### config.mk
export PLATFORM = sky130hd
export DESIGN_NAME = r2r_dac_sequencer
export DESIGN_NICKNAME = d
export VERILOG_FILES = /design/src/rtl/r2r_seq_pkg.sv /design/src/rtl/r2r_seq_channel.sv /design/src/rtl/r2r_dac_sequencer.sv
export SDC_FILE = /design/constraint.sdc
export NUM_CORES = 1
export LEC_CHECK = 0
export ABC_CLOCK_PERIOD_IN_PS = 6770
export CORE_AREA = 2 2 106 108
export CTS_BUF_LIST = sky130_fd_sc_hd__clkbuf_2 sky130_fd_sc_hd__clkbuf_4 sky130_fd_sc_hd__clkbuf_8
export CTS_CLUSTER_DIAMETER = 80
export DETAILED_ROUTE_END_ITERATION = 6
export DIE_AREA = 0 0 108 110
export PLACE_DENSITY = 0.66
export SETUP_SLACK_MARGIN = 0.05
export SLEW_MARGIN = 20
export SYNTH_ARGS = -nofsm -noshare
export SYNTH_HDL_FRONTEND = slang
export SYNTH_SLANG_ARGS = --single-unit
### constraint.sdc
create_clock -name clk -period 6.77 [get_ports clk]
set_input_delay 0.677 -clock clk [delete_from_list [all_inputs] [get_ports clk]]
set_output_delay 0.677 -clock clk [all_outputs]
set_load 0.02 [all_outputs]
### src/rtl/r2r_seq_pkg.sv
`default_nettype none
// ============================================================================
//  Module      : r2r_seq_pkg
//  Description : Shared encodings for the multi-channel R2R DAC sequencer.
//                Holds the waveform mode codes, the triangle direction type
//                and the dither LFSR constants and step function.
//                The LFSR items are only referenced when R2R_DITHER_EN is
//                defined.
//  Revision    : 1.0  initial release
// ============================================================================
package r2r_seq_pkg;

    // Waveform mode codes; code 2'b11 is reserved and behaves as HOLD.
    localparam logic [1:0] MODE_HOLD = 2'b00;
    localparam logic [1:0] MODE_RAMP = 2'b01;
    localparam logic [1:0] MODE_TRI  = 2'b10;

    // Triangle direction.
    typedef enum logic {
        DIR_UP   = 1'b0,
        DIR_DOWN = 1'b1
    } dir_t;

    // 16-bit Galois LFSR, polynomial x^16 + x^14 + x^13 + x^11 + 1.
    localparam logic [15:0] LFSR_TAPS = 16'hB400;
    localparam logic [15:0] LFSR_SEED = 16'hACE1;

    function automatic logic [15:0] lfsr_next(input logic [15:0] state);
        lfsr_next = (state >> 1) ^ (state[0] ? LFSR_TAPS : 16'h0000);
    endfunction

endpackage : r2r_seq_pkg
`default_nettype wire

### src/rtl/r2r_seq_channel.sv
`default_nettype none
// ============================================================================
//  Module      : r2r_seq_channel
//  Description : One waveform generator (HOLD / RAMP / TRI) for a single R2R
//                ladder. Holds mode, step, triangle direction and the current
//                value. The external-data override loads the value directly
//                without touching mode, step or direction.
//  Ports       : clk, rst       clock, asynchronous active-high reset
//                i_update       advance the generator on this edge (tick)
//                i_ext          load value from i_data on this edge
//                i_wr           write mode <= i_mode, step <= i_data, dir <= UP
//                i_mode         mode code for i_wr
//                i_data         shared data bus
//                i_dither       dither bit to add to the emitted value
//                o_value        emitted value (generator value, optionally
//                               dithered with saturation)
//  Revision    : 1.0  initial release
// ============================================================================
module r2r_seq_channel
    import r2r_seq_pkg::*;
#(
    parameter int DATA_W = 8
) (
    input  logic              clk,
    input  logic              rst,
    input  logic              i_update,
    input  logic              i_ext,
    input  logic              i_wr,
    input  logic [1:0]        i_mode,
    input  logic [DATA_W-1:0] i_data,
    input  logic              i_dither,
    output logic [DATA_W-1:0] o_value
);

    localparam logic [DATA_W-1:0] c_max = '1;

    logic [1:0]        r_mode;
    logic [DATA_W-1:0] r_step;
    logic [DATA_W-1:0] r_value;
    dir_t              r_dir;
    // Set while the value came from the override; such values are emitted
    // undithered until the generator next moves.
    logic              r_from_ext;

    logic [DATA_W:0]   w_sum;
    logic              w_dither_ok;

    // One extra bit so the triangle top-end compare cannot wrap.
    assign w_sum = {1'b0, r_value} + {1'b0, r_step};

    always_ff @(posedge clk or posedge rst) begin
        if (rst) begin
            r_mode     <= MODE_HOLD;
            r_step     <= DATA_W'(1);
            r_value    <= '0;
            r_dir      <= DIR_UP;
            r_from_ext <= 1'b0;
        end else begin
            if (i_ext) begin
                r_value    <= i_data;
                r_from_ext <= 1'b1;
            end else if (i_update) begin
                r_from_ext <= 1'b0;
                // A zero step leaves everything (including dir) untouched.
                if (r_step != '0) begin
                    case (r_mode)
                        MODE_RAMP: r_value <= w_sum[DATA_W-1:0];
                        MODE_TRI: begin
                            if (r_dir == DIR_UP) begin
                                if (w_sum >= {1'b0, c_max}) begin
                                    r_value <= c_max;
                                    r_dir   <= DIR_DOWN;
                                end else begin
                                    r_value <= w_sum[DATA_W-1:0];
                                end
                            end else begin
                                if (r_value <= r_step) begin
                                    r_value <= '0;
                                    r_dir   <= DIR_UP;
                                end else begin
                                    r_value <= r_value - r_step;
                                end
                            end
                        end
                        default: ;
                    endcase
                end
            end
            // Placed last so a coincident write wins the dir update; the
            // generator step above still used the old mode/step.
            if (i_wr) begin
                r_mode <= i_mode;
                r_step <= i_data;
                r_dir  <= DIR_UP;
            end
        end
    end

    assign w_dither_ok = !r_from_ext && ((r_mode == MODE_RAMP) || (r_mode == MODE_TRI));
    assign o_value     = (w_dither_ok && i_dither && (r_value != c_max))
                         ? r_value + DATA_W'(1) : r_value;

endmodule : r2r_seq_channel
`default_nettype wire

### src/rtl/r2r_dac_sequencer.sv
`default_nettype none
// ============================================================================
//  Module      : r2r_dac_sequencer
//  Description : Multi-channel R2R DAC sequencer. A shared programmable
//                divider produces an update tick; NUM_CH generators advance
//                on the edge ending each tick cycle. ext_data overrides every
//                channel with the data bus.
//                Optional macro R2R_DITHER_EN adds a 16-bit Galois LFSR whose
//                bit 0 dithers the RAMP/TRI outputs (saturating at max).
//  Ports       : clk, rst        clock, asynchronous active-high reset
//                enable          divider runs when high
//                ext_data        override all channels with data
//                load_divider    strobe: reload <= data, cnt <= 0
//                mode_wr         strobe: channel ch_sel mode/step write
//                ch_sel          channel addressed by mode_wr
//                mode            mode code for mode_wr
//                data            shared data bus
//                tick            one-cycle pulse at each update point
//                r2r_out         channel c on [c*DATA_W +: DATA_W]
//  Revision    : 1.0  initial release
// ============================================================================
module r2r_dac_sequencer
    import r2r_seq_pkg::*;
#(
    parameter int DATA_W    = 8,
    parameter int NUM_CH    = 2,
    parameter int DIV_W     = 16,
    parameter int DIV_RESET = 9,
    localparam int SEL_W    = (NUM_CH > 1) ? $clog2(NUM_CH) : 1
) (
    input  logic                     clk,
    input  logic                     rst,
    input  logic                     enable,
    input  logic                     ext_data,
    input  logic                     load_divider,
    input  logic                     mode_wr,
    input  logic [SEL_W-1:0]         ch_sel,
    input  logic [1:0]               mode,
    input  logic [DATA_W-1:0]        data,
    output logic                     tick,
    output logic [NUM_CH*DATA_W-1:0] r2r_out
);

    logic [DIV_W-1:0] r_cnt;
    logic [DIV_W-1:0] r_reload;
    logic             r_tick;
    logic             w_dither;

    // Divider: a load always wins over the wrap, so a load on the wrap edge
    // suppresses that tick.
    always_ff @(posedge clk or posedge rst) begin
        if (rst) begin
            r_cnt    <= '0;
            r_reload <= DIV_W'(DIV_RESET);
            r_tick   <= 1'b0;
        end else if (load_divider) begin
            r_reload <= DIV_W'(data);
            r_cnt    <= '0;
            r_tick   <= 1'b0;
        end else if (enable) begin
            if (r_cnt == r_reload) begin
                r_cnt  <= '0;
                r_tick <= 1'b1;
            end else begin
                r_cnt  <= r_cnt + DIV_W'(1);
                r_tick <= 1'b0;
            end
        end else begin
            r_tick <= 1'b0;
        end
    end

    assign tick = r_tick;

`ifdef R2R_DITHER_EN
    logic [15:0] r_lfsr;

    always_ff @(posedge clk or posedge rst) begin
        if (rst) begin
            r_lfsr <= LFSR_SEED;
        end else if (r_tick) begin
            r_lfsr <= lfsr_next(r_lfsr);
        end
    end

    assign w_dither = r_lfsr[0];
`else
    assign w_dither = 1'b0;
`endif

    // Out-of-range ch_sel values match no channel, so such writes drop.
    for (genvar c = 0; c < NUM_CH; c++) begin : g_ch
        logic w_wr;

        assign w_wr = mode_wr && (ch_sel == SEL_W'(c));

        r2r_seq_channel #(
            .DATA_W (DATA_W)
        ) u_channel (
            .clk      (clk),
            .rst      (rst),
            .i_update (r_tick),
            .i_ext    (ext_data),
            .i_wr     (w_wr),
            .i_mode   (mode),
            .i_data   (data),
            .i_dither (w_dither),
            .o_value  (r2r_out[c*DATA_W +: DATA_W])
        );
    end

endmodule : r2r_dac_sequencer
`default_nettype wire
### After elaboration in Yosys (flattened, before gate mapping)

Cells that the tools add are included.

* register bits: 63
* output and inout bits: 17

* $add $sub $neg: 5
* order comparisons: 4
* equality and inequality tests: 7
* multiplexer cells: 36
* bitwise operators: 1
* reductions and logical operators: 20

Operators by type and width (count)
* $mux 8: 12
* $mux 16: 3
* $pmux 8 s2: 2
* $reduce_bool 2->1: 10
* $mux 1: 19
* $add 8x8->9: 2
* $ge 9x8->1 const B: 2
* $add 16x1->16 const B: 1
* $eq 16x8->1: 1
* $le 8x8->1: 2
* $reduce_bool 8->1: 2
* $sub 8x8->8: 2
* $reduce_and 4->1: 2
* $reduce_and 3->1: 2
* $reduce_bool 3->1: 2
* $eq 2x1->1 const B: 2
* $eq 2x2->1 const B: 2
* $ne 2x1->1 const B: 2
* $logic_and 1x1->1: 2
* $not 1->1: 1

### Depth between registers and ports, before layout

Gate-level depths: netlist of the first run.

* depth in word-level cells: 9
* gate-level depth with buffers: 12
* gate-level depth less buffers: 11

### Hierarchy

A second synthesis of the first run with hierarchy kept.

* cells, all modules: 600
* area total of the unflattened synthesis: 5311.3 um2

Modules (own cells, without submodules)
* r2r_seq_channel at g_ch[0].u_channel: instances 1, cells each 233, area each 1986.9 um2
* r2r_seq_channel at g_ch[1].u_channel: instances 1, cells each 233, area each 1975.6 um2
* r2r_dac_sequencer: instances 1, cells each 134, area each 1348.8 um2

### Worst setup path before layout of the first run

Ideal clock, no wire load.

* path type: register to register
* start: register g_ch[1].u_channel.r_value[0]
* end: register g_ch[1].u_channel.r_value[3]
* data arrival time: 2627 ps
* required time: 6684 ps
* setup slack: 4057 ps
* cell stages (with the launch flop): 10
* path buffers: 0
* path through: dfrtp_1 > ha_1 > fa_1 > xor2_1 > nor3b_1 > o21ai_0 > or4_4 > nor3_4 > o22ai_4 > a32oi_2

* longest elaborated chain between the ends: 8

Ends and longest elaborated chain
* start: declaration: RTL line r2r_seq_channel.sv:39 `logic [DATA_W-1:0] r_value;`
* start signal: assignment: RTL line r2r_seq_channel.sv:60 `r_value <= i_data;`
* start signal: assignment: RTL line r2r_seq_channel.sv:67 `MODE_RAMP: r_value <= w_sum[DATA_W-1:0];`
* start signal: assignment: RTL line r2r_seq_channel.sv:71 `r_value <= c_max;`
* $add 8x8->9: RTL line r2r_seq_channel.sv:49 `assign w_sum = {1'b0, r_value} + {1'b0, r_step};`
* $ge 9x8->1: RTL line r2r_seq_channel.sv:70 `if (w_sum >= {1'b0, c_max}) begin`
* $mux 8: RTL line r2r_seq_channel.sv:70
* $mux 8: RTL line r2r_seq_channel.sv:69 `if (r_dir == DIR_UP) begin`
* $pmux 8 s2 (*): RTL line r2r_seq_channel.sv:66 `case (r_mode)`
* $mux 8 (*): RTL line r2r_seq_channel.sv:65 `if (r_step != '0) begin`
* $mux 8 (*): RTL line r2r_seq_channel.sv:62 `end else if (i_update) begin`
* $mux 8 (*): RTL line r2r_seq_channel.sv:59 `if (i_ext) begin`

Mark *: on every way between the ends. The rest lies on a longest branch, timed or not. The select of a mux whose other input is x is not followed.
A chain may end at the register's enable or synchronous reset.

### Final worst setup path of the first run

* start: register g_ch[1].u_channel.r_step[0]
* end: register g_ch[1].u_channel.r_value[6]

* longest elaborated chain between the ends: 8

Ends and longest elaborated chain
* start: declaration: RTL line r2r_seq_channel.sv:38 `logic [DATA_W-1:0] r_step;`
* start signal: assignment: RTL line r2r_seq_channel.sv:93 `r_step <= i_data;`
* $add 8x8->9: RTL line r2r_seq_channel.sv:49
* $ge 9x8->1: RTL line r2r_seq_channel.sv:70
* $mux 8: RTL line r2r_seq_channel.sv:70
* $mux 8: RTL line r2r_seq_channel.sv:69
* $pmux 8 s2: RTL line r2r_seq_channel.sv:66
* $mux 8: RTL line r2r_seq_channel.sv:65
* $mux 8: RTL line r2r_seq_channel.sv:62
* $mux 8: RTL line r2r_seq_channel.sv:59

Parallel ways exist; a longest one is shown, timed or not. The select of a mux whose other input is x is not followed.

==> results of run 1 <==
==> state kept, by name, indices dropped and copies added (netlist names) <==
signal and count:
r_reload 8, g_ch.u_channel.r_mode 4, g_ch.u_channel.r_step 16, g_ch.u_channel.r_value 16
r_cnt 16, tick 1, g_ch.u_channel.r_dir 2
==> logic make-up after synthesis <==
kind of cell               after synthesis  share of synthesized area (%)
adders and majority gates               37                          10.52
AOI/OAI and AO/OA                      125                          18.99
muxes                                   29                          6.943
DFF                                     63                          33.75
and+or+nand+nor                        160                          17.92
xor gates and xnor gates                40                          7.477
buffers and inverters                   53                          4.406
==> layer usage <==
| metal | part of all wire (%) | GRT usage [%] | vias up |
|---|---|---|---|
| met5 | 0 | 0 | - |
| met4 | 1.7 | 6.502 | 0 |
| met3 | 5.4 | 4.879 | 17 |
| met2 | 47 | 34.19 | 122 |
| met1 | 46 | 28.18 | 1953 |
| li1 | - | - | 1878 |
==> stage by stage <==
step	setup slack (ns)	instances	instance area (um^2)	power (uW)	util, %
3_5_place_dp	3.712	660	5112	958.6	47.79
6_report	3.649	676	5329	1324	49.81
2_1_floorplan	4.057	507	4686	822.4	-
4_1_cts	3.717	676	5329	1323	49.81
5_1_grt	3.484	676	5329	1399	49.81
3_3_place_gp	3.840	660	5112	951.9	47.79
==> final timing paths <==
kind	endpoint	slack (ns)	cells after the start
worst max-delay path	g_ch[1].u_channel.r_value[6]$_DFFE_PP0P_	3.65	10
worst min-delay path	r_cnt[15]$_DFFE_PP0P_	0.50	1
worst min register to register	r_cnt[15]$_DFFE_PP0P_	0.50	1
min in group asynchronous	r_cnt[1]$_DFFE_PP0P_	0.86	3
max in group asynchronous	g_ch[1].u_channel.r_step[1]$_DFFE_PP0P_	5.38	3
worst max register to register	g_ch[1].u_channel.r_value[6]$_DFFE_PP0P_	3.65	10
==> cell type report <==
cell class	count	area [um^2]
clock buffers	10	131.4
clock inverters	6	85.08
fillers	1000	5369
inverters	32	120.1
multi-input cells	391	2898
flip-flops and latches	63	1582
well taps	140	175.2
repair buffers	34	337.8
==> cells in the final DEF (no fill, tap or decap), types with 4 or more instances in the layout <==
cell type        count
a211oi_1             4
a21oi_1             20
a222oi_1             5
a22o_1               6
a22oi_1              7
a31oi_1              7
clkbuf_8             9
clkdlybuf4s50_1     33
dfrtp_1             59
dfstp_2              4
fa_1                 4
ha_1                33
inv_1               30
mux2_2              28
nand2_1             32
nand2b_1            16
nand3_1             11
nand4_1              6
nor2_1              40
nor2b_1             11
nor3_1               7
nor4_1               8
o21a_1               4
o21ai_0             31
o221ai_1             4
o31ai_1              5
or3_1                5
xnor2_1             25
xor2_1              15
==> where the power goes <==
group / switching [uW] / internal (uW)
Clock: 152 / 210
Sequential: 46.5 / 412
Combinational: 285 / 218
Total: 483 / 840
==> results.sh, run 1 <==
export IMPL_nets=585
export IMPL_power_leakage_uw=0.002200
export IMPL_drive_above_1_share_pct=12.13
export IMPL_slowest_delay_ns=0.58
export IMPL_antenna_left=0
export IMPL_synth_fp_nets=561
export IMPL_antenna_found_initial=0
export IMPL_cts_buffer_depth=2
export IMPL_yosys_warnings=0
export IMPL_slowest_stage="dfstp_2"
export IMPL_syn_area_um2=4686
export IMPL_finalWirelength_um=11950
export IMPL_synth_cell_types=68
export IMPL_numCtsBuffers=9
export IMPL_rows=38
export IMPL_overflow=0
export IMPL_cts_tree="yes"
export IMPL_cts_setup_buffers=0
export IMPL_synth_top_area_share_pct=31.51
export IMPL_viasPerCell=5.873
export IMPL_netlist_instances=507
export IMPL_core_area_um2=10700
export IMPL_drv_slew=0
export IMPL_synth_async_reset_ratio_pct=100.0
export IMPL_post_drt_wl_per_cell_um=17.68
export IMPL_die_h_um=110
export IMPL_die_area_um2=11880
export IMPL_fin_crit_ns=3.121
export IMPL_crit_buf_inv=1
export IMPL_tightest_slew_ns=0.8080
export IMPL_post_cts_resized=0
export IMPL_yosysMostFrequentCell="dfrtp_1"
export IMPL_numPortBuffers=33
export IMPL_power_density_nw_per_um2=248.4
export IMPL_yosys_area_top_type="dfrtp_1"
export IMPL_grt_util_all_layers_pct=21.09
export IMPL_critPathTopFamily="compound AO/OA/AOI/OAI gates"
export IMPL_fin_hold_ws_ns=0.4984
export IMPL_rsz0062_at_grt="no"
export IMPL_ys_seq_area_share_pct=33.75
export IMPL_fmax_mhz=320.4
export IMPL_hold_violations=0
export IMPL_synth_ff_type="dfrtp_1"
export IMPL_grt_pass1_vias=3775
export IMPL_place_congestion=0.9518
export IMPL_h_tree_depth=3
export IMPL_drtIter0Drc=403
export IMPL_clock_latency_ns=0.35
export IMPL_finalSetupViolations=0
export IMPL_ys_top_cells_by_area="dfrtp_1 (32%), ha_1 (8.8%), mux2_2 (6.7%)"
export IMPL_hp_start="r_cnt[15]$_DFFE_PP0P_"
export IMPL_hp_class="flip-flop to flip-flop"
export IMPL_worst_setup_path_end_kind="flip-flop"
export IMPL_status="completed"
export IMPL_required_ns=6.97
export IMPL_min_period_over_period_pct=46.09
export IMPL_reg2reg_from="g_ch[1].u_channel.r_step[0]$_DFFE_PP1P_"
export IMPL_grt_start_max_net_pins=64
export IMPL_crit_fanout=10
export IMPL_tns_ns=0
export IMPL_drc_errors=0
export IMPL_drt_first_pass_iters=5
export IMPL_critPathLaunch="g_ch[1].u_channel.r_step[0]$_DFFE_PP1P_"
export IMPL_synth_common_cells="dfrtp_1 (59), nor2_1 (40), ha_1 (33)"
export IMPL_start_util_pct=43.80
export IMPL_synth_edf_count=0
export IMPL_syn_area_per_cell_um2=9.242
export IMPL_crit_type="flip-flop to flip-flop"
export IMPL_relSlewSlack_pct=45.88
export IMPL_dp_hpwl_um=8985
export IMPL_ios=34
export IMPL_start_kind="flip-flop"
export IMPL_arrival_ns=3.32
export IMPL_cts_clk_slew_worst_paths_ns=0.08
export IMPL_maxCapViolations=0
export IMPL_crit_chain="ha_1 > inv_1 > fa_1 > a211oi_1 > o21bai_1 > a2111oi_0 > nor2_1 > a32o_1 > a222oi_1 > o21ai_1"
export IMPL_insertedDiodeCount=0
export IMPL_peakVddDrop_uv=101.3
export IMPL_vias=3970
export IMPL_cts_sinks=63
export IMPL_root_buffer="clkbuf_8"
export IMPL_grt_pass1_wl_um=19560
export IMPL_holdBufCountCts=0
export IMPL_syn2layout_area_growth_pct=13.72
export IMPL_die_w_um=108
export IMPL_skew_ns=0.01307
export IMPL_ys_ff_latch=63
(Power assumes the default switching activity.)
==> run 2: changes to the inputs <==
ABC_CLOCK_PERIOD_IN_PS = 3070   (was 6770)
clock period = 3.07 ns   (was 6.77 ns; I/O delays follow)
==> results.sh, run 2 (same netlist as run 1, synthesis figures left out) <==
export IMPL_status="completed"
export IMPL_power_density_nw_per_um2=546.4
export IMPL_required_ns=3.33
export IMPL_fin_hold_ws_ns=0.4132
export IMPL_cts_clk_slew_worst_paths_ns=0.07
export IMPL_h_tree_depth=3
export IMPL_clock_latency_ns=0.35
export IMPL_dp_cells=668
export IMPL_rsz0062_at_grt="no"
export IMPL_hp_class="primary input to async pin"
export IMPL_tns_ns=0
export IMPL_reg2regPathDepth=9
export IMPL_drive_above_1_share_pct=14.15
export IMPL_die_h_um=110
export IMPL_insertedDiodeCount=0
export IMPL_final_core_util_pct=50.92
export IMPL_antenna_found_initial=0
export IMPL_dp_hpwl_um=9166
export IMPL_crit_end="g_ch[1].u_channel.r_value[3]$_DFFE_PP0P_"
export IMPL_cts_buffer_depth=2
export IMPL_stdcell_count=684
export IMPL_start_util_pct=43.80
export IMPL_fin_crit_ns=2.891
export IMPL_nets=593
export IMPL_viasPerCell=5.810
export IMPL_finalSetupViolations=0
export IMPL_vias=3974
export IMPL_drtIter0Drc=273
export IMPL_cts_tree="yes"
export IMPL_crit_type="flip-flop to flip-flop"
export IMPL_overflow=0
export IMPL_die_w_um=108
export IMPL_drc_errors=0
export IMPL_finalWirelength_um=12030
export IMPL_numPortBuffers=33
export IMPL_final_cell_mix="dfrtp_1 (59), nor2_1 (39), ha_1 (33), clkdlybuf4s50_1 (33), nand2_1 (32)"
export IMPL_reg_largest_list="g_ch.u_channel.r_step (16), g_ch.u_channel.r_value (16), r_cnt (16)"
export IMPL_core_area_um2=10700
export IMPL_holdBufCountCts=0
export IMPL_critPathLaunch="g_ch[1].u_channel.r_value[0]$_DFFE_PP0P_"
export IMPL_syn2layout_area_growth_pct=16.26
export IMPL_grt_pass1_vias=3918
export IMPL_grt_start_max_net_pins=36
export IMPL_worst_setup_path_end_kind="flip-flop"
export IMPL_tightest_slew_ns=0.8429
export IMPL_crit_fanout=7
export IMPL_hold_violations=0
export IMPL_fin_area_um2=5448
export IMPL_grt_pass1_wl_um=19960
export IMPL_arrival_ns=3.15
export IMPL_root_buffer="clkbuf_8"
export IMPL_skew_ns=0.007115
export IMPL_rr_endpoint="g_ch[1].u_channel.r_value[3]$_DFFE_PP0P_"
export IMPL_fmax_mhz=345.9
export IMPL_rrSetupSlack_ns=0.18
export IMPL_post_drt_wl_per_cell_um=17.58
export IMPL_cts_sinks=63
export IMPL_die_area_um2=11880
export IMPL_grt_util_all_layers_pct=21.65
export IMPL_drv_slew=0
export IMPL_ios=34
export IMPL_antenna_left=0
export IMPL_power_leakage_uw=0.002258
export IMPL_final_common_cell="dfrtp_1"
export IMPL_start_kind="flip-flop"
export IMPL_numCtsBuffers=9
export IMPL_placed_cell_area_um2=5185
export IMPL_min_period_over_period_pct=94.16
export IMPL_peakVddDrop_uv=190.8
export IMPL_relSlewSlack_pct=43.54
export IMPL_maxCapViolations=0
export IMPL_rows=38
export IMPL_reg2reg_from="g_ch[1].u_channel.r_value[0]$_DFFE_PP0P_"
export IMPL_place_congestion=0.9118
export IMPL_drt_first_pass_iters=5
## run 2: worst min path at each step
stage                                startpoint                                       end
after global routing                        rst                      r_cnt[1]$_DFFE_PP0P_
final                                       rst                      r_cnt[1]$_DFFE_PP0P_
after detailed placement  r_cnt[15]$_DFFE_PP0P_                     r_cnt[15]$_DFFE_PP0P_
after global placement    r_cnt[15]$_DFFE_PP0P_                     r_cnt[15]$_DFFE_PP0P_
after floorplan                         data[1]  g_ch[0].u_channel.r_value[1]$_DFFE_PP0P_
after CTS                                   rst                      r_cnt[1]$_DFFE_PP0P_
## run 2: power by group
group / leakage [uW] / total (uW) / internal, uW / switching (uW)
clock: 0.000113 / 822 / 488 / 334
sequential: 0.000783 / 1000 / 909 / 95.7
combinational: 0.00136 / 1150 / 505 / 645
## run 2: routing by layer
metal  part of all wire, %  vias to the layer above  GRT usage, %
met2                    48                      123         35.04
met3                   5.1                       13         5.409
li1                      -                     1890             -
met5                     0                        -             0
met4                   1.5                        0         5.952
met1                    45                     1948         29.04
## run 2: final cells by class
cell class | instances | area (um^2)
Clock buffer | 11 | 145.1
Clock inverter | 5 | 81.33
Fill cell | 986 | 5250
Inverter | 32 | 120.1
Multi-Input combinational cell | 391 | 2934
Sequential cell | 63 | 1582
Tap cell | 140 | 175.2
Timing Repair Buffer | 42 | 410.4
## run 2: through the flow
step | total power (uW) | worst slack (ns)
after floorplan | 1814 | 0.3575
after global placement | 2120 | 0.1538
after detailed placement | 2129 | 0.1242
after CTS | 2966 | 0.09345
after global routing | 3165 | 0.08595
final | 2977 | 0.1792
## run 2: critical path, stage by stage (launching register included)
cell     delay (ns)
dfrtp_1        0.41
ha_1           0.27
fa_1           0.45
xor2_1         0.21
nor3b_2        0.22
o21ai_0        0.12
or4_4          0.59
nor3_4         0.18
o22ai_4        0.14
a32oi_2        0.20
## run 2: timing repair
item                                    4_1_cts  5_1_grt
resized for setup                             0        7
endpoints found under the setup margin        0        7
setup buffers                                 0        0
==> RTL edit, RTL diff (config.mk and constraints of run 2) <==
`DIV_W`: 16 -> 32.
--- a/src/rtl/r2r_dac_sequencer.sv
+++ b/src/rtl/r2r_dac_sequencer.sv
@@ -24,7 +24,7 @@
 #(
     parameter int DATA_W    = 8,
     parameter int NUM_CH    = 2,
-    parameter int DIV_W     = 16,
+    parameter int DIV_W     = 32,
     parameter int DIV_RESET = 9,
     localparam int SEL_W    = (NUM_CH > 1) ? $clog2(NUM_CH) : 1
 ) (
Check against the original RTL: same outputs for any inputs over 4 cycles, from zero or initial values and one cycle with rst high; that may be too few to reach the edited logic, so the function may still have changed.
==> RTL edit against run 2 <==
Design area is 16% higher. Setup slack improved by 0.032 ns. Non-clock buffer count increased by 4. Total power rose by 11%. Wire length rose by 17%. Sequential cell count grew 16. Area after synthesis grew 20%. Critical endpoint is now g_ch[1].u_channel.r_dir. Largest cell class unchanged. Highest routed layer unchanged.
==> RTL edit: results (changes against run 2) <==
| Metric | Value |
|---|---|
| Status | `completed (unchanged)` |
| Placer Congestion | `0.973 (was 0.912)` |
| Worst slack, placed | `0.288 ns (was 0.124 ns)` |
| Overall Global Routing Usage | `24.7% (was 21.7%)` |
| Delay-heaviest family, CP | `compound AO/OA/AOI/OAI gates (was simple AND/OR/NAND/NOR gates)` |
| Final nets | `703 (was 593)` |
| Synth Area in XOR/XNOR | `7.17% (was 7.48%)` |
| Layout Cells excl Fill | `794 (was 684)` |
| Clock transition at the registers of the reported paths | `0.09 ns (was 0.07 ns)` |
| DRT iter0 DRCs | `315 (was 273)` |
| Avg WL per Cell | `17.7 um (was 17.6 um)` |
| Slowest-stage cell, CP | `a2111oi_1 (was or4_4)` |
| Post-Synth Adder-Cell Area | `8.78% (was 10.5%)` |
| Filler Cell Count | `951 (was 986)` |
| Clock skew | `0.0121 ns (was 0.00711 ns)` |
| FF-to-FF End | `g_ch[1].u_channel.r_dir (was g_ch[1].u_channel.r_value[3])` |
| GR Util met3 | `4.12% (was 5.41%)` |
| Top cells by count, synth | `dfrtp_1 (75), nor2_1 (47), o21ai_0 (40) (was dfrtp_1 (59), nor2_1 (40), ha_1 (33))` |
| Met2 Use GR | `42.1% (was 35.0%)` |
| Max VDD drop | `297 uV (was 191 uV)` |
| First-pass GRT wire length | `23.1 mm (was 20.0 mm)` |
| Worst Path Arrival | `3.16 ns (was 3.15 ns)` |
| Met1 global-route usage | `32.5% (was 29.0%)` |
| Share of cells above drive strength 1 | `10.7% (was 14.2%)` |
| Placed cells | `778 (was 668)` |
| Vias in the first global route | `4,624 (was 3,918)` |
| Largest net degree at the start of global routing | `44 (was 36)` |
| Worst-Margin Slew | `0.704 ns (was 0.843 ns)` |
| Synth Area in Compound Gates | `18.3% (was 19.0%)` |
| Pleak | `0.00265 uW (was 0.00226 uW)` |
| Mux cell area share after synthesis | `4.81% (was 6.94%)` |
==> RTL edit: cell types whose count changed after synthesis, sizes merged, moves of 6 or more <==
cell / delta
a21oi: +11
a22o: -6
and3: +11
buf: +15
clkbuf: -10
dfrtp: +16
inv: +7
nand2: +6
nand4: +10
nor2: +8
o211ai: +6
o21ai: +8
==> RTL edit: through the flow <==
stage	hold WS, ns	area (um^2)	power [uW]	setup TNS (ns)
2_1_floorplan	0.457	5620	2100	0
3_3_place_gp	0.492	6080	2400	0
3_5_place_dp	0.504	6080	2420	0
4_1_cts	0.340	6310	3300	0
5_1_grt	0.374	6310	3480	-0.0263
6_report	0.326	6310	3290	0
==> RTL edit: how the worst max path moves through the flow <==
stage	from	slack, ns	to	depth (start not counted)
detailed placement	g_ch[0].u_channel.r_step[0]	0.29	g_ch[0].u_channel.r_value[3]	9
floorplan	g_ch[0].u_channel.r_value[0]	0.39	g_ch[0].u_channel.r_value[3]	10
finish	g_ch[1].u_channel.r_value[2]	0.21	g_ch[1].u_channel.r_dir	8
CTS	g_ch[1].u_channel.r_step[1]	0.24	g_ch[1].u_channel.r_dir	9
global route	g_ch[1].u_channel.r_step[1]	-0.02	g_ch[1].u_channel.r_value[6]	9
global placement	g_ch[0].u_channel.r_step[0]	0.31	g_ch[0].u_channel.r_value[3]	9
==> RTL edit: power by group <==
part / switching [uW] / leakage (uW) / total (uW) / internal (uW)
registers: 115 / 0.00101 / 1240 / 1120
logic: 664 / 0.00154 / 1190 / 522
clock network: 394 / 0.000110 / 866 / 472
total: 1170 / 0.00265 / 3290 / 2120
==> RTL edit: cell families (layout without fill, tap and decap cells) <==
family                     after synthesis  after routing
DFF                                     79             79
adders and majority gates               37             37
and+or+nand+nor                        211            211
buffers and inverters                   65            101
AOI/OAI and AO/OA                      156            156
muxes                                   24             24
xor gates and xnor gates                46             46
==> RTL edit: layout make-up <==
class	count	area share [%]
timing repair buffer	46	6.97
tap	140	2.77
sequential	79	31.4
multi-input combinational	474	53.0
clock inverter	6	1.49
inverter	39	2.34
clock buffer	10	2.08
==> RTL edit: routing by layer <==
metal,vias to the layer above,routed length [um]
li1,2300,-
met1,2322,6200
met2,163,6760
met3,23,865
met4,0,259
met5,-,0
==> RTL edit: timing repair <==
action                                  CTS  global route
setup buffers                             0             0
gates resized for setup                   0             2
endpoints found under the setup margin    0             7
